$ cat config.mk
export PLATFORM = sky130hd
export DESIGN_NAME = fifo_wr_ptr_full
export DESIGN_NICKNAME = d
export VERILOG_FILES = /design/src/rtl/fifo_wr_ptr_full.sv
export SDC_FILE = /design/constraint.sdc
export NUM_CORES = 1
export LEC_CHECK = 0
export ABC_AREA = 0
export CAP_MARGIN = 15
export CORE_MARGIN = 5
export CORE_UTILIZATION = 38
export CTS_BUF_LIST = sky130_fd_sc_hd__clkbuf_4 sky130_fd_sc_hd__clkbuf_8 sky130_fd_sc_hd__clkbuf_16
export CTS_CLUSTER_SIZE = 14
export DETAILED_ROUTE_END_ITERATION = 10
export HOLD_SLACK_MARGIN = 0.05
export PLACE_DENSITY = 0.64
export SLEW_MARGIN = 20
export SYNTH_ARGS = -nofsm -noshare
export SYNTH_HDL_FRONTEND = slang
export SYNTH_SLANG_ARGS = --single-unit
$ cat constraint.sdc
create_clock -name clk -period 5.6 [get_ports clk]
set_clock_uncertainty 0.05 [all_clocks]
set_input_delay 1.12 -clock clk [delete_from_list [all_inputs] [get_ports clk]]
set_output_delay 1.12 -clock clk [all_outputs]
set_load 0.02 [all_outputs]
$ cat src/rtl/fifo_wr_ptr_full.sv
// rtl/fifo_wr_ptr_full.sv - async FIFO write pointer, Gray export and full/overflow flags
module fifo_wr_ptr_full #(
  parameter int ADDR_W      = 4,
  parameter int SYNC_STAGES = 2
) (
  input  logic              clk,
  input  logic              rst,
  input  logic              wrInc,
  input  logic [ADDR_W:0]   rdPtrGray,
  output logic [ADDR_W-1:0] wrAddr,
  output logic [ADDR_W:0]   wrPtrGray,
  output logic              full,
  output logic              overflow
);

  logic [ADDR_W:0] wr_bin;
  logic [ADDR_W:0] bin_next;
  logic [ADDR_W:0] gray_next;
  logic [ADDR_W:0] rq_sync;
  logic [ADDR_W:0] full_cmp;
  logic [ADDR_W:0] sync_q [SYNC_STAGES];
  logic            wr_en;

  // Accept a write only when not full; compute next binary and Gray pointers
  always_comb begin
    wr_en     = wrInc & ~full;
    bin_next  = wr_bin + {{ADDR_W{1'b0}}, wr_en};
    gray_next = bin_next ^ (bin_next >> 1);
  end

  assign rq_sync = sync_q[SYNC_STAGES-1];
  assign wrAddr  = wr_bin[ADDR_W-1:0];

  // Full pattern: the read pointer with its two MSBs inverted (Gray of rd + depth)
  generate
    if (ADDR_W == 1) begin : g_cmp_narrow
      assign full_cmp = ~rq_sync;
    end else begin : g_cmp_wide
      assign full_cmp = {~rq_sync[ADDR_W:ADDR_W-1], rq_sync[ADDR_W-2:0]};
    end
  endgenerate

  // Plain flop chain bringing the read-domain Gray pointer into this clock domain
  always_ff @(posedge clk) begin
    if (rst) begin
      for (int i = 0; i < SYNC_STAGES; i++) sync_q[i] <= '0;
    end else begin
      sync_q[0] <= rdPtrGray;
      for (int i = 1; i < SYNC_STAGES; i++) sync_q[i] <= sync_q[i-1];
    end
  end

  // Pointer registers, registered full flag and sticky overflow
  always_ff @(posedge clk) begin
    if (rst) begin
      wr_bin    <= '0;
      wrPtrGray <= '0;
      full      <= 1'b0;
      overflow  <= 1'b0;
    end else begin
      wr_bin    <= bin_next;
      wrPtrGray <= gray_next;
      full      <= (gray_next == full_cmp);
      overflow  <= overflow | (wrInc & full);
    end
  end

endmodule

# == Word level (Yosys, flattened, before mapping) ==
# Memories as Yosys holds them, arrays and structs flattened.
# Cells that the tools add are included.
# totals
regBits,12
mem_bits_rw,10
output_inout_bits,11
wordCells,20
memories,1
# memory_table
name,depth,width,read_ports,rd_ports_with_merged_regs,write_ports,line_no,source
sync_q,2,5,2,0,2,21,logic [ADDR_W:0] sync_q [SYNC_STAGES];
# classes
n_addsub,1
n_eq_ne,1
n_mux,5
n_bitwise,8
# ops
op,n
two-way mux 5 bit,2
adder 5 x 1 -> 5 bit,1
== test 5 bit,1
XOR 5 x 4 -> 5 bit,1
two-way mux 1 bit,3
OR 1 bit,3
bitwise AND 1 bit,2
inverter 2 bit,1
inverter 1 bit,1

# == Logic depth before layout (Yosys ltp) ==
# Gate-level depths: netlist of the first run.
# logic_depth
word_depth,5
ltp_mapped,7
depth_no_buf,7

# == Least setup slack after synthesis of the first run ==
# No wires, ideal clock.
# synth_path
kind,input -> register
start,input port wrInc
end,register full
arrival_time_ns,2.473
required_time_ns,5.447
path_slack_ns,2.973
cell_stages,7
n_path_buf,0
path_cell_list,nor2b_1 > ha_1 > ha_1 > nand3_1 > xor2_1 > or3_1 > a2111oi_2
# synth_via
elab_chain_len,4
# synth_lines
item,line_no,source
start: declaration,8,"input logic wrInc,"
bitwise AND 1 bit,26,wr_en = wrInc & ~full;
adder 5 x 1 -> 5 bit,27,"bin_next = wr_bin + {{ADDR_W{1'b0}}, wr_en};"
XOR 5 x 4 -> 5 bit,28,gray_next = bin_next ^ (bin_next >> 1);
== test 5 bit,63,full <= (gray_next == full_cmp);
end signal: assignment,63,
end: declaration,12,"output logic full,"
# No other way between the ends.
# A chain may end at the register's enable or synchronous reset.

# == Worst setup path in the final report of the first run ==
# Ends and elaborated chain as after synthesis.

==> results of run 1 <==
[worst max-delay path: stages]
cell and delay (ns):
clkdlybuf4s50_1 0.47, nor2b_1 0.13, ha_1 0.17, ha_1 0.18
nand3_1 0.09, xor2_1 0.20, or3_1 0.38, a2111oi_2 0.29
[metrics by stage]
step                power, W  setup slack, ns  hold WS (ns)   util  instances
finish              0.000274             2.72         0.398  0.512        115
global route        0.000286             2.54         0.418  0.512        115
CTS                 0.000278             2.71         0.398  0.512        115
detailed placement  0.000203             2.39         0.372  0.496        111
global placement    0.000202             2.43         0.368  0.496        111
floorplan           0.000187             2.97         0.364      -         68
[cell type report]
class / count / area (µm²)
fillers: 181 / 938
flip-flops and latches: 21 / 420
multi-input cells: 45 / 319
repair buffers: 18 / 180
well taps: 27 / 33.8
clock buffers: 4 / 30.0
[cell usage after synthesis]
library cell | count | area (µm²)
dfxtp_1 | 21 | 420
nor2b_1 | 13 | 81.3
nor2_1 | 8 | 30.0
xnor2_1 | 8 | 70.1
nand3_1 | 3 | 15.0
a21oi_1 | 2 | 10.0
clkbuf_1 | 2 | 7.51
ha_1 | 2 | 25.0
xor2_1 | 2 | 17.5
a2111oi_2 | 1 | 15.0
and2_1 | 1 | 6.26
mux2i_1 | 1 | 10.0
nand2_1 | 1 | 3.75
or2_2 | 1 | 6.26
or3_1 | 1 | 6.26
xnor3_1 | 1 | 22.5
[state kept, by name, indices dropped and copies added (netlist names)]
name,cells
overflow,1
wrPtrGray,5
sync_q,10
wr_bin,4
full,1
[layer usage]
| metal | global-route usage | wire length [µm] |
|---|---|---|
| met1 | 0.0975 | 491 |
| met2 | 0.157 | 501 |
| met3 | 0.0245 | 54 |
| met4 | 0.0871 | 33 |
| met5 | 0 | 0 |
[cell families (layout without fill, tap and decap cells)]
kind of cell,after synthesis,after routing,share of synthesized area
AO/OA/AOI/OAI,3,3,0.0335
XOR/XNOR,11,11,0.147
flip-flops,21,21,0.563
buffers and inverters,2,22,0.0101
multiplexers,1,1,0.0134
adder cells (fa/ha/maj),2,2,0.0335
AND/OR/NAND/NOR,28,28,0.199
[worst paths after layout]
kind                             end  slack, ns  depth (start not counted)
max                  full$_SDFF_PP0_       2.72                          8
min          sync_q[0][9]$_SDFF_PP0_       0.40                          1
max reg2reg          full$_SDFF_PP0_       3.67                          7
min reg2reg  sync_q[0][9]$_SDFF_PP0_       0.40                          1
[power breakdown]
part           internal (W)  switching [W]  leakage, nW   total, W
clock             0.0000326      0.0000426       0.0184  0.0000753
combinational     0.0000216      0.0000179        0.185  0.0000396
sequential         0.000156     0.00000242        0.172   0.000159
==> impl_metrics.ini, run 1 <==
[power]
peakVddDrop_mv = 0.132
power_leakage_nw = 0.375
power_density_nw_per_um2 = 278

[clocking]
cts-buffers-inserted = 3
clk_latency_ns = 0.30
post_cts_buffers = 0
clk_path_buf_depth = 2
cts_resized = 0
cts.clk_slew.worst_paths_ns = 0.11
cts_sinks = 21
cts_hold_buffers = 0
cts_tree = built
cts_max_level = 1
clock-root-buffer = clkbuf_4

[floorplanning]
core_area_um2 = 1920
rows = 16
start_util = 0.389
die_w_um = 54.3
die_area_um2 = 2950
num_io_pins = 19
fp.dieH_um = 54.3

[route]
ant_nets = 0
avgViaCountPerCell = 4.38
drt_iter0_drc = 1
wl_per_cell_um = 9.39
firstDrtPassIters = 4
finalWirelength_mm = 1.08
route.detailed.drc = 0
route.vias.total = 504

[cells_and_area]
drive_gt1_frac = 0.0682
final_cell_area_um2 = 983
fin_nets = 99
antenna_cells = 0
layout_common_cells = 21 x dfxtp_1, 18 x clkdlybuf4s50_1, 13 x nor2b_1
syn_to_final_growth_pct = 31.7
mostFrequentLayoutCell = dfxtp_1

[worst_hold_path]
min_from = sync_q[0][4]$_SDFF_PP0_
hold_path_class = flop to flop

[run_status]
status = finished clean

[sta]
min_period_ns = 2.88
slew_headroom = 0.537
maxSlewViolCount = 0
setup_violations = 0
setup_tns_ns = 0
finalCritPeriodShare = 0.515
rsz0062_at_grt = false
tightest_slew_ns = 0.692
max_freq_mhz = 347
finalHoldViolations = 0

[place]
post_dp_cell_area_um2 = 953
hpwl_um = 837
globalplace.congestion = 0.769
portBuffers = 18

[setup_path]
startpoint = wrInc
crit_type = input port to flop
end_kind = flop
worstPathMaxFanout = 4
timing.rr.start = full$_SDFF_PP0_
cp.required_ns = 5.75
worstPathArrival_ns = 3.04
worstSetupStartpointType = input port

[synth]
netlist_instances = 68
syn_area_um2 = 747
synth.yosys.seq_area_share = 0.563
synth_warnings = 0
ys_ff_latch = 21
ys_types = 16
synthesis.nets = 78
avgSynthCellArea_um2 = 11.0

[grt]
grt_max_degree = 22
grt_pass1_vias = 516
grt_usage = 0.0953
grt_pass1_wl_mm = 1.90
grt.overflow.total = 0
antenna_found_initial = 0

[run]
max_cap_viol_count = 0
No activity file was read; power rests on OpenSTA's default activity.
==> inputs of run 2 (changes only) <==
==> constraint.sdc (replaced) <==
create_clock -name clk -period 3 [get_ports clk]
set_clock_uncertainty 0.05 [all_clocks]
set_input_delay 0.6 -clock clk [delete_from_list [all_inputs] [get_ports clk]]
set_output_delay 0.6 -clock clk [all_outputs]
set_load 0.02 [all_outputs]
==> impl_metrics.ini, run 2 (same netlist as run 1, synthesis figures left out) <==
[cells_and_area]
drive_gt1_frac = 0.0787
syn_to_final_growth_pct = 32.3
fin_nets = 100
top_regs = sync_q (10), wrPtrGray (5), wr_bin (4)
layout_common_cells = 21 x dfxtp_1, 18 x clkdlybuf4s50_1, 13 x nor2b_1
final_util = 0.514
mostFrequentLayoutCell = dfxtp_1
regMostFlops = sync_q
antenna_cells = 0
largest_register_ffs = 10

[clocking]
cts_max_level = 1
clk_path_buf_depth = 2
cts.clk_slew.worst_paths_ns = 0.11
cts_tree = built
cts_resized = 0
cts_sinks = 21
cts-buffers-inserted = 3
clock-root-buffer = clkbuf_4
post_cts_buffers = 0
cts_hold_buffers = 0
clk_latency_ns = 0.30

[route]
wl_per_cell_um = 10.2
route.detailed.drc = 0
avgViaCountPerCell = 4.30
ant_nets = 0
finalWirelength_mm = 1.18
firstDrtPassIters = 2
route.vias.total = 499
drt_iter0_drc = 5

[floorplanning]
die_w_um = 54.3
rows = 16
die_area_um2 = 2950
num_io_pins = 19
core_area_um2 = 1920
start_util = 0.389
fp.dieH_um = 54.3

[sta]
finalHoldViolations = 0
setup_violations = 0
maxSlewViolCount = 0
tightest_slew_ns = 0.703
finalCritPeriodShare = 0.791
setup_tns_ns = 0
slew_headroom = 0.530
max_freq_mhz = 421
min_period_ns = 2.37
setup_slack_ns = 0.626
rsz0062_at_grt = false
fin_hold_ws_ns = 0.400

[setup_path]
crit_chain = clkdlybuf4s50_1 > nor2b_1 > ha_1 > ha_1 > nand3_1 > xor2_1 > or3_1 > a2111oi_2
end_kind = flop
cp_common_cell = ha_1
cp.required_ns = 3.15
reg2reg_slack_ns = 1.09
slowest_stage = clkdlybuf4s50_1
slowest_delay_ns = 0.48
worstPathArrival_ns = 2.52
worstSetupStartpointType = input port
crit_type = input port to flop
worstPathMaxFanout = 4

[grt]
grt.overflow.total = 0
grt_pass1_vias = 525
grt_usage = 0.101
grt_pass1_wl_mm = 2.06
grt_max_degree = 22
antenna_found_initial = 0

[place]
portBuffers = 18
globalplace.congestion = 0.758
dp_slack_ns = 0.316
hpwl_um = 901

[power]
p_clk_frac = 0.260
power_leakage_nw = 0.379
p_sw_frac = 0.241
net-switching-power_w = 0.000122
peakVddDrop_mv = 0.332
p_int_w = 0.000383
p_seq_frac = 0.589
combPwrFrac = 0.152
power.total_w = 0.000504
power_density_nw_per_um2 = 510

[run_status]
status = finished clean

[worst_hold_path]
hold_path_class = flop to flop

[run]
max_cap_viol_count = 0
## run 2: worst max-delay path, delay by kind of cell
family	cells	cell delay [ns]
simple gates	3	0.61
buf+inv	1	0.48
fa+ha+maj	2	0.36
compound gates	1	0.28
xor+xnor	1	0.20
## run 2: cell type report
cell class	instances	area, µm²
fillers	189	933
clock buffers	3	22.5
clock inverters	1	5.00
multi-input cells	45	319
well taps	27	33.8
flip-flops and latches	21	420
repair buffers	19	188
## run 2: final timing paths
kind | start | to | depth (start not counted)
max | wrInc | full$_SDFF_PP0_ | 8
min reg2reg | sync_q[0][2]$_SDFF_PP0_ | sync_q[0][7]$_SDFF_PP0_ | 1
min | sync_q[0][2]$_SDFF_PP0_ | sync_q[0][7]$_SDFF_PP0_ | 1
max reg2reg | full$_SDFF_PP0_ | full$_SDFF_PP0_ | 7
## run 2: routing by layer
| layer | track usage | part of all wire | up-vias |
|---|---|---|---|
| met2 | 0.179 | 0.48 | 13 |
| met5 | 0 | 0 | - |
| met4 | 0.0622 | 0.0085 | 0 |
| met3 | 0.0327 | 0.051 | 2 |
| li1 | - | - | 258 |
| met1 | 0.101 | 0.46 | 226 |
## run 2: power by group through the flow
stage          logic [W]  clock network [W]  registers (W)
2_1_floorplan  0.0000381                  0       0.000312
3_3_place_gp   0.0000752                  0       0.000303
3_5_place_dp   0.0000761                  0       0.000303
4_1_cts        0.0000780           0.000136       0.000297
5_1_grt        0.0000848           0.000147       0.000299
6_report       0.0000766           0.000131       0.000297
## run 2: stage by stage
| step | area (µm²) | cells |
|---|---|---|
| detailed placement | 961 | 112 |
| global placement | 961 | 112 |
| global route | 988 | 116 |
| finish | 988 | 116 |
| CTS | 988 | 116 |
| floorplan | 747 | 68 |
